`config.mk`:
```
export PLATFORM = sky130hd
export DESIGN_NAME = shift_reg_piso_tx
export DESIGN_NICKNAME = d
export VERILOG_FILES = /design/src/rtl/shift_reg_piso_tx.sv
export SDC_FILE = /design/constraint.sdc
export NUM_CORES = 1
export LEC_CHECK = 0
export CELL_PAD_IN_SITES_DETAIL_PLACEMENT = 1
export CELL_PAD_IN_SITES_GLOBAL_PLACEMENT = 2
export CORE_MARGIN = 2
export CORE_UTILIZATION = 33
export CTS_BUF_LIST = sky130_fd_sc_hd__clkbuf_2
export DETAILED_ROUTE_END_ITERATION = 7
export PLACE_DENSITY_LB_ADDON = 0.3
export SLEW_MARGIN = 20
export SYNTH_ARGS = -nofsm -noshare
export SYNTH_HDL_FRONTEND = slang
export SYNTH_SLANG_ARGS = --single-unit
```
`constraint.sdc`:
```
create_clock -name clk -period 1.7 [get_ports clk]
set_input_delay 0.34 -clock clk [delete_from_list [all_inputs] [get_ports clk]]
set_output_delay 0.34 -clock clk [all_outputs]
set_load 0.03 [all_outputs]
```
`src/rtl/shift_reg_piso_tx.sv`:
```
// Parallel-in serial-out transmitter: takes a WIDTH-bit word on a
// valid/ready handshake and shifts it out one bit per clock.
// Ports: clk, reset_n (async, active-low); in_valid/in_ready/in_data
// word input; ser_out serial bit, ser_frame data-valid strobe,
// ser_last final-bit strobe.
module shift_reg_piso_tx #(
  parameter int WIDTH     = 8,
  parameter int MSB_FIRST = 1
) (
  input  logic             clk,
  input  logic             reset_n,
  input  logic             in_valid,
  output logic             in_ready,
  input  logic [WIDTH-1:0] in_data,
  output logic             ser_out,
  output logic             ser_frame,
  output logic             ser_last
);

  localparam int CW = $clog2(WIDTH);

  typedef enum logic {
    IDLE,
    SHIFT
  } state_t;

  state_t           r_state;
  state_t           w_state_n;
  logic [WIDTH-1:0] r_sh;
  logic [WIDTH-1:0] w_sh_n;
  logic [CW-1:0]    r_cnt;
  logic [CW-1:0]    w_cnt_n;
  logic [WIDTH-1:0] w_shifted;
  logic             w_cnt_zero;
  logic             w_xfer;
  logic             w_head;

  assign w_cnt_zero = (r_cnt == '0);
  assign in_ready   = (r_state == IDLE) || w_cnt_zero;
  assign w_xfer     = in_valid && in_ready;

  // Output end is bit WIDTH-1 for MSB-first, bit 0 otherwise.
  assign w_shifted = (MSB_FIRST != 0) ?
                     {r_sh[WIDTH-2:0], 1'b0} :
                     {1'b0, r_sh[WIDTH-1:1]};
  assign w_head    = (MSB_FIRST != 0) ?
                     r_sh[WIDTH-1] : r_sh[0];

  // Outputs decode registered state only; gating with SHIFT keeps
  // the line at 0 while idle regardless of register contents.
  assign ser_frame = (r_state == SHIFT);
  assign ser_last  = (r_state == SHIFT) && w_cnt_zero;
  assign ser_out   = (r_state == SHIFT) && w_head;

  always_comb begin
    w_state_n = r_state;
    w_sh_n    = r_sh;
    w_cnt_n   = r_cnt;
    unique case (r_state)
      IDLE: begin
        if (w_xfer) begin
          w_sh_n    = in_data;
          w_cnt_n   = CW'(WIDTH - 1);
          w_state_n = SHIFT;
        end
      end
      SHIFT: begin
        if (!w_cnt_zero) begin
          w_sh_n  = w_shifted;
          w_cnt_n = r_cnt - 1'b1;
        end else if (w_xfer) begin
          w_sh_n  = in_data;
          w_cnt_n = CW'(WIDTH - 1);
        end else begin
          // Final shift flushes the register to all zeros.
          w_sh_n    = w_shifted;
          w_state_n = IDLE;
        end
      end
    endcase
  end

  always_ff @(posedge clk or negedge reset_n) begin
    if (!reset_n) begin
      r_state <= IDLE;
      r_sh    <= '0;
      r_cnt   <= '0;
    end else begin
      r_state <= w_state_n;
      r_sh    <= w_sh_n;
      r_cnt   <= w_cnt_n;
    end
  end

endmodule

```
== Word-level counts from Yosys, hierarchy flattened ==
Index checks and enable logic that the tools add are counted.

* Register bits after elaboration: 12
* Output and inout port bits: 4
* Bits of input ports: 11
* Word-level logic and storage cells: 21

* Bitwise logic cells: 1
* Mux-type cells: 10
* Add/sub/neg operators: 1
* Reductions and logical operators: 5
* Eq/ne operators: 1

{| class="wikitable"
|+ Operators by type and width
! kind !! count
|-
| 2-to-1 mux 8 bit || 3
|-
| case mux 8 bit (2 select lines) || 1
|-
| 2-to-1 mux 3 bit || 2
|-
| case mux 3 bit (2 select lines) || 1
|-
| logical AND 1 bit || 3
|-
| logical NOT 3 bit || 1
|-
| subtractor 3 x 1 -> 3 bit (second input constant) || 1
|-
| 2-to-1 mux 1 bit || 2
|-
| != test 2 bit (second input constant) || 1
|-
| case mux 1 bit (2 select lines) || 1
|-
| logical OR 1 bit || 1
|-
| inverter 1 bit || 1
|}

== Depth between registers and ports, before layout ==
* Word-level depth: 6
* Gate-level depth with buffers: 5
* Gate-level depth less buffers: 5

== Worst setup path before layout ==
No wires, ideal clock.

* Path kind: register to output
* Start point: register r_cnt[0]
* End point: output port ser_last
* Arrival: 1.214 ns
* Stages on the path, launching flop included: 5
* Setup slack: 0.146 ns
* Cell sequence: dfrtp_1 -> inv_1 -> ha_1 -> nand2b_1 -> nor2_1

* Word-level cells in the longest chain between the ends: 2

{| class="wikitable"
|+ Ends and longest elaborated chain
! what !! RTL line !! text
|-
| start, declared || 31 || <nowiki>logic [CW-1:0] r_cnt;</nowiki>
|-
| start signal, assigned || 91 || <nowiki>r_cnt <= w_cnt_n;</nowiki>
|-
| logical NOT 3 bit || 38 || <nowiki>assign w_cnt_zero = (r_cnt == '0);</nowiki>
|-
| logical AND 1 bit || 52 || <nowiki>assign ser_last = (r_state == SHIFT) && w_cnt_zero;</nowiki>
|-
| end, declared || 17 || <nowiki>output logic ser_last</nowiki>
|}

Every way passes these cells.

== Worst setup path in the final report ==
* Start point: register r_state, in the netlist ser_frame
* End point: output port ser_frame

{| class="wikitable"
|+ RTL lines
! what !! RTL line !! text
|-
| start, declared || 27 || <nowiki>state_t r_state;</nowiki>
|-
| start signal, assigned || 89 || <nowiki>r_state <= w_state_n;</nowiki>
|-
| end, declared || 16 || <nowiki>output logic ser_frame,</nowiki>
|}

No word-level cell between the ends.

==> results.yml <==
setup_path:
  cpMaxStageDelayCell: "clkdlybuf4s50_1"
  cp_top_family: "buffers and inverters"
  timing.rr.start: "r_cnt[0]"
  path_cells: "clkdlybuf4s50_1"
  critPathKind: "reg2out"
  r2r_cells: 6
  reg2reg_slack_ns: 0.33
  cp_slowest_stage_delay_ns: 0.67
  crit_arrival_ns: 1.29
  startpoint: "ser_frame"
  regToRegEndpoint: "r_sh[6]"
  worst_setup_path_end_kind: "output pin"
  crit_buf_inv: 1
  path_depth: 1
  cp.required_ns: 1.36
  endpoint: "ser_frame"
  path_max_fanout: 2
  startpoint_type: "register"
synth:
  synth_cell_types: 21
  ys_ff_latch: 12
  yosysSeqAreaShare_pct: 44.12
  ys_warn_count: 0
  syn_inst: 59
  avgSynthCellArea_sq_um: 11.54
  synthesis.nets: 72
  netlist_area_sq_um: 680.7
route:
  drt-wirelength-per-cell_um: 14.88
  avgViaCountPerCell: 4.924
  route.detailed.drc: 0
  drt_iter0_markers: 8
  wl_um: 1562
  ant_nets: 0
  num_vias: 517
  drtPass1Iterations: 4
cells_and_area:
  fin_util_pct: 45.03
  final_nets: 93
  fillCellCount: 239
  drive_gt1_share_pct: 33.33
  diodes: 0
  finalNonFillerCells: 105
  area_growth_pct: 29.78
cts:
  htreeDepth: 1
  root_buffer: "clkbuf_2"
  cts.clk_slew.worst_paths_ns: 0.12
  clk_path_buf_depth: 2
  cts_buffers: 3
  clock_latency_ns: 0.26
  cts_tree: "yes"
  clock_sinks: 12
  cts_hold_buf: 0
floorplanning:
  die_y_um: 49.42
  ios: 15
  core_area_sq_um: 1962
  rows: 16
  initial_core_util_pct: 34.69
  chipWidth_um: 49.42
  dieArea_sq_um: 2442
sta:
  fmax_mhz: 613.1
  rsz0062_at_grt: "no"
  fin_crit_sh_pct: 95.95
  finalMaxSlewViolations: 0
  period_needed_ns: 1.631
  fin_worst_skew_ns: 0.005489
  fin_hold_ws_ns: 0.4401
  finalSetupViolations: 0
  hold_viol: 0
  setup_tns_ns: 0
  worst_pin_slew_ns: 0.5986
  relSlewSlack_pct: 59.97
global_routing:
  grt_max_degree: 13
  grt_overflow: 0
  antenna_found_initial: 0
  grt_pass1_vias: 549
  met2_usage_pct: 22.30
  grt.busiest_layer: "met2"
  grt_usage_pct: 14.17
  grt_util_met3_pct: 3.988
  use_met1_pct: 17.71
  grt_pass1_wl_um: 2539
status:
  status: "completed"
power:
  power_density_nw_per_um2: 1489
  ir_drop_uv: 708.4
  p_total_w: 0.001315
  leakage_nw: 0.4158
placed_design:
  portBuffers: 14
  dp.cells: 100
  place_congestion: 0.6751
  dp_hpwl_um: 1081
flow_run:
  max_cap_violations: 0
hold_path:
  hold_class: "in2async"
how the worst min path moves through the flow:
stage	from	endpoint	slack, ns	cells after the start
after floorplan	reset_n	r_cnt[0]	0.04	0
after global placement	r_cnt[0]	r_cnt[0]	0.49	1
after detailed placement	r_cnt[0]	r_cnt[0]	0.49	1
after CTS	reset_n	r_sh[4]	0.44	1
after global routing	reset_n	r_sh[4]	0.45	1
final	reset_n	r_sh[5]	0.44	1
registers in the layout, indices dropped and copies added (netlist names):
signal,flops
ser_frame,1
r_cnt,3
r_sh,8
report_power, final:
part,total (W),internal [W],switching (W),leakage [nW]
clock,0.000144,0.0000482,0.0000954,0.0125
sequential,0.000483,0.000407,0.0000761,0.145
combinational,0.000689,0.000355,0.000334,0.258
what timing repair did:
action                     4_1_cts  5_1_grt
buffers inserted                 0        2
resized for setup                4        2
hold endpoints to repair         0        0
setup endpoints to repair        2        2
pin swaps                        0        1
cell usage in the layout (no fill, tap or decap):
| cell | netlist | routed |
|---|---|---|
| clkbuf_2 | 0 | 3 |
| o22ai_1 | 1 | 1 |
| inv_1 | 3 | 1 |
| nand2_4 | 1 | 1 |
| inv_2 | 1 | 3 |
| nor2_1 | 2 | 2 |
| mux2i_1 | 9 | 9 |
| a211oi_1 | 2 | 2 |
| buf_4 | 1 | 8 |
| ha_4 | 0 | 1 |
| nand2_1 | 8 | 7 |
| nand2b_4 | 0 | 1 |
| nor3_1 | 1 | 1 |
| clkdlybuf4s50_1 | 0 | 11 |
| nand2b_1 | 2 | 1 |
| nor4_1 | 1 | 1 |
| and2_1 | 1 | 1 |
| nand3b_4 | 1 | 1 |
| nand2_2 | 0 | 1 |
| a31oi_1 | 1 | 1 |
| ha_1 | 2 | 1 |
| o221a_2 | 7 | 7 |
| and3_1 | 1 | 1 |
| dfrtp_1 | 12 | 12 |
per-stage QoR:
step	setup slack (ns)	instance area [sq um]
after detailed placement	0.06954	830.8
after floorplan	0.1461	680.7
final	0.06893	883.3
after global placement	0.09844	830.8
after global routing	0.007544	883.3
after CTS	0.007713	868.3
layer usage:
metal  vias to the layer above  part of all wire, %
li1                        253                    -
met1                       255                   50
met2                         7                   46
met3                         2                  3.7
met4                         0                 0.70
met5                         -                    0
cell families after synthesis:
| group | count (synthesis) | synth area share, % |
|---|---|---|
| compound gates | 11 | 15.63 |
| flops | 12 | 44.12 |
| fa+ha+maj | 2 | 3.676 |
| simple gates | 18 | 15.44 |
| buf+inv | 7 | 7.904 |
| mux | 9 | 13.24 |
worst reg2reg max path, stage by stage, from the launching register on:
cell and delay [ns]:
dfrtp_1 0.40, inv_2 0.07, ha_4 0.16, buf_4 0.14
nand3b_4 0.14, nand2_4 0.10, o221a_2 0.26
Yosys cell counts (all sizes together):
master / number / share of area, %
mux2i: 9 / 13
nand3b: 1 / 2.9
a31oi: 1 / 0.92
o22ai: 1 / 0.92
o221a: 7 / 12
nand2: 9 / 6.1
dfrtp: 12 / 44
ha: 2 / 3.7
buf: 3 / 5.7
a211oi: 2 / 2.2
inv: 4 / 2.2
nor4: 1 / 0.92
and2: 1 / 0.92
nand2b: 2 / 1.8
nor3: 1 / 0.73
nor2: 2 / 1.1
and3: 1 / 0.92
cell type report:
class | instances | area [sq um] | share of cell area (%)
Sequential cell | 12 | 300.3 | 33.99
Inverter | 4 | 15.01 | 1.700
Timing Repair Buffer | 19 | 170.2 | 19.26
Tap cell | 27 | 33.78 | 3.824
Clock buffer | 3 | 15.01 | 1.700
Multi-Input combinational cell | 40 | 349.1 | 39.52
(Power assumes the default switching activity.)
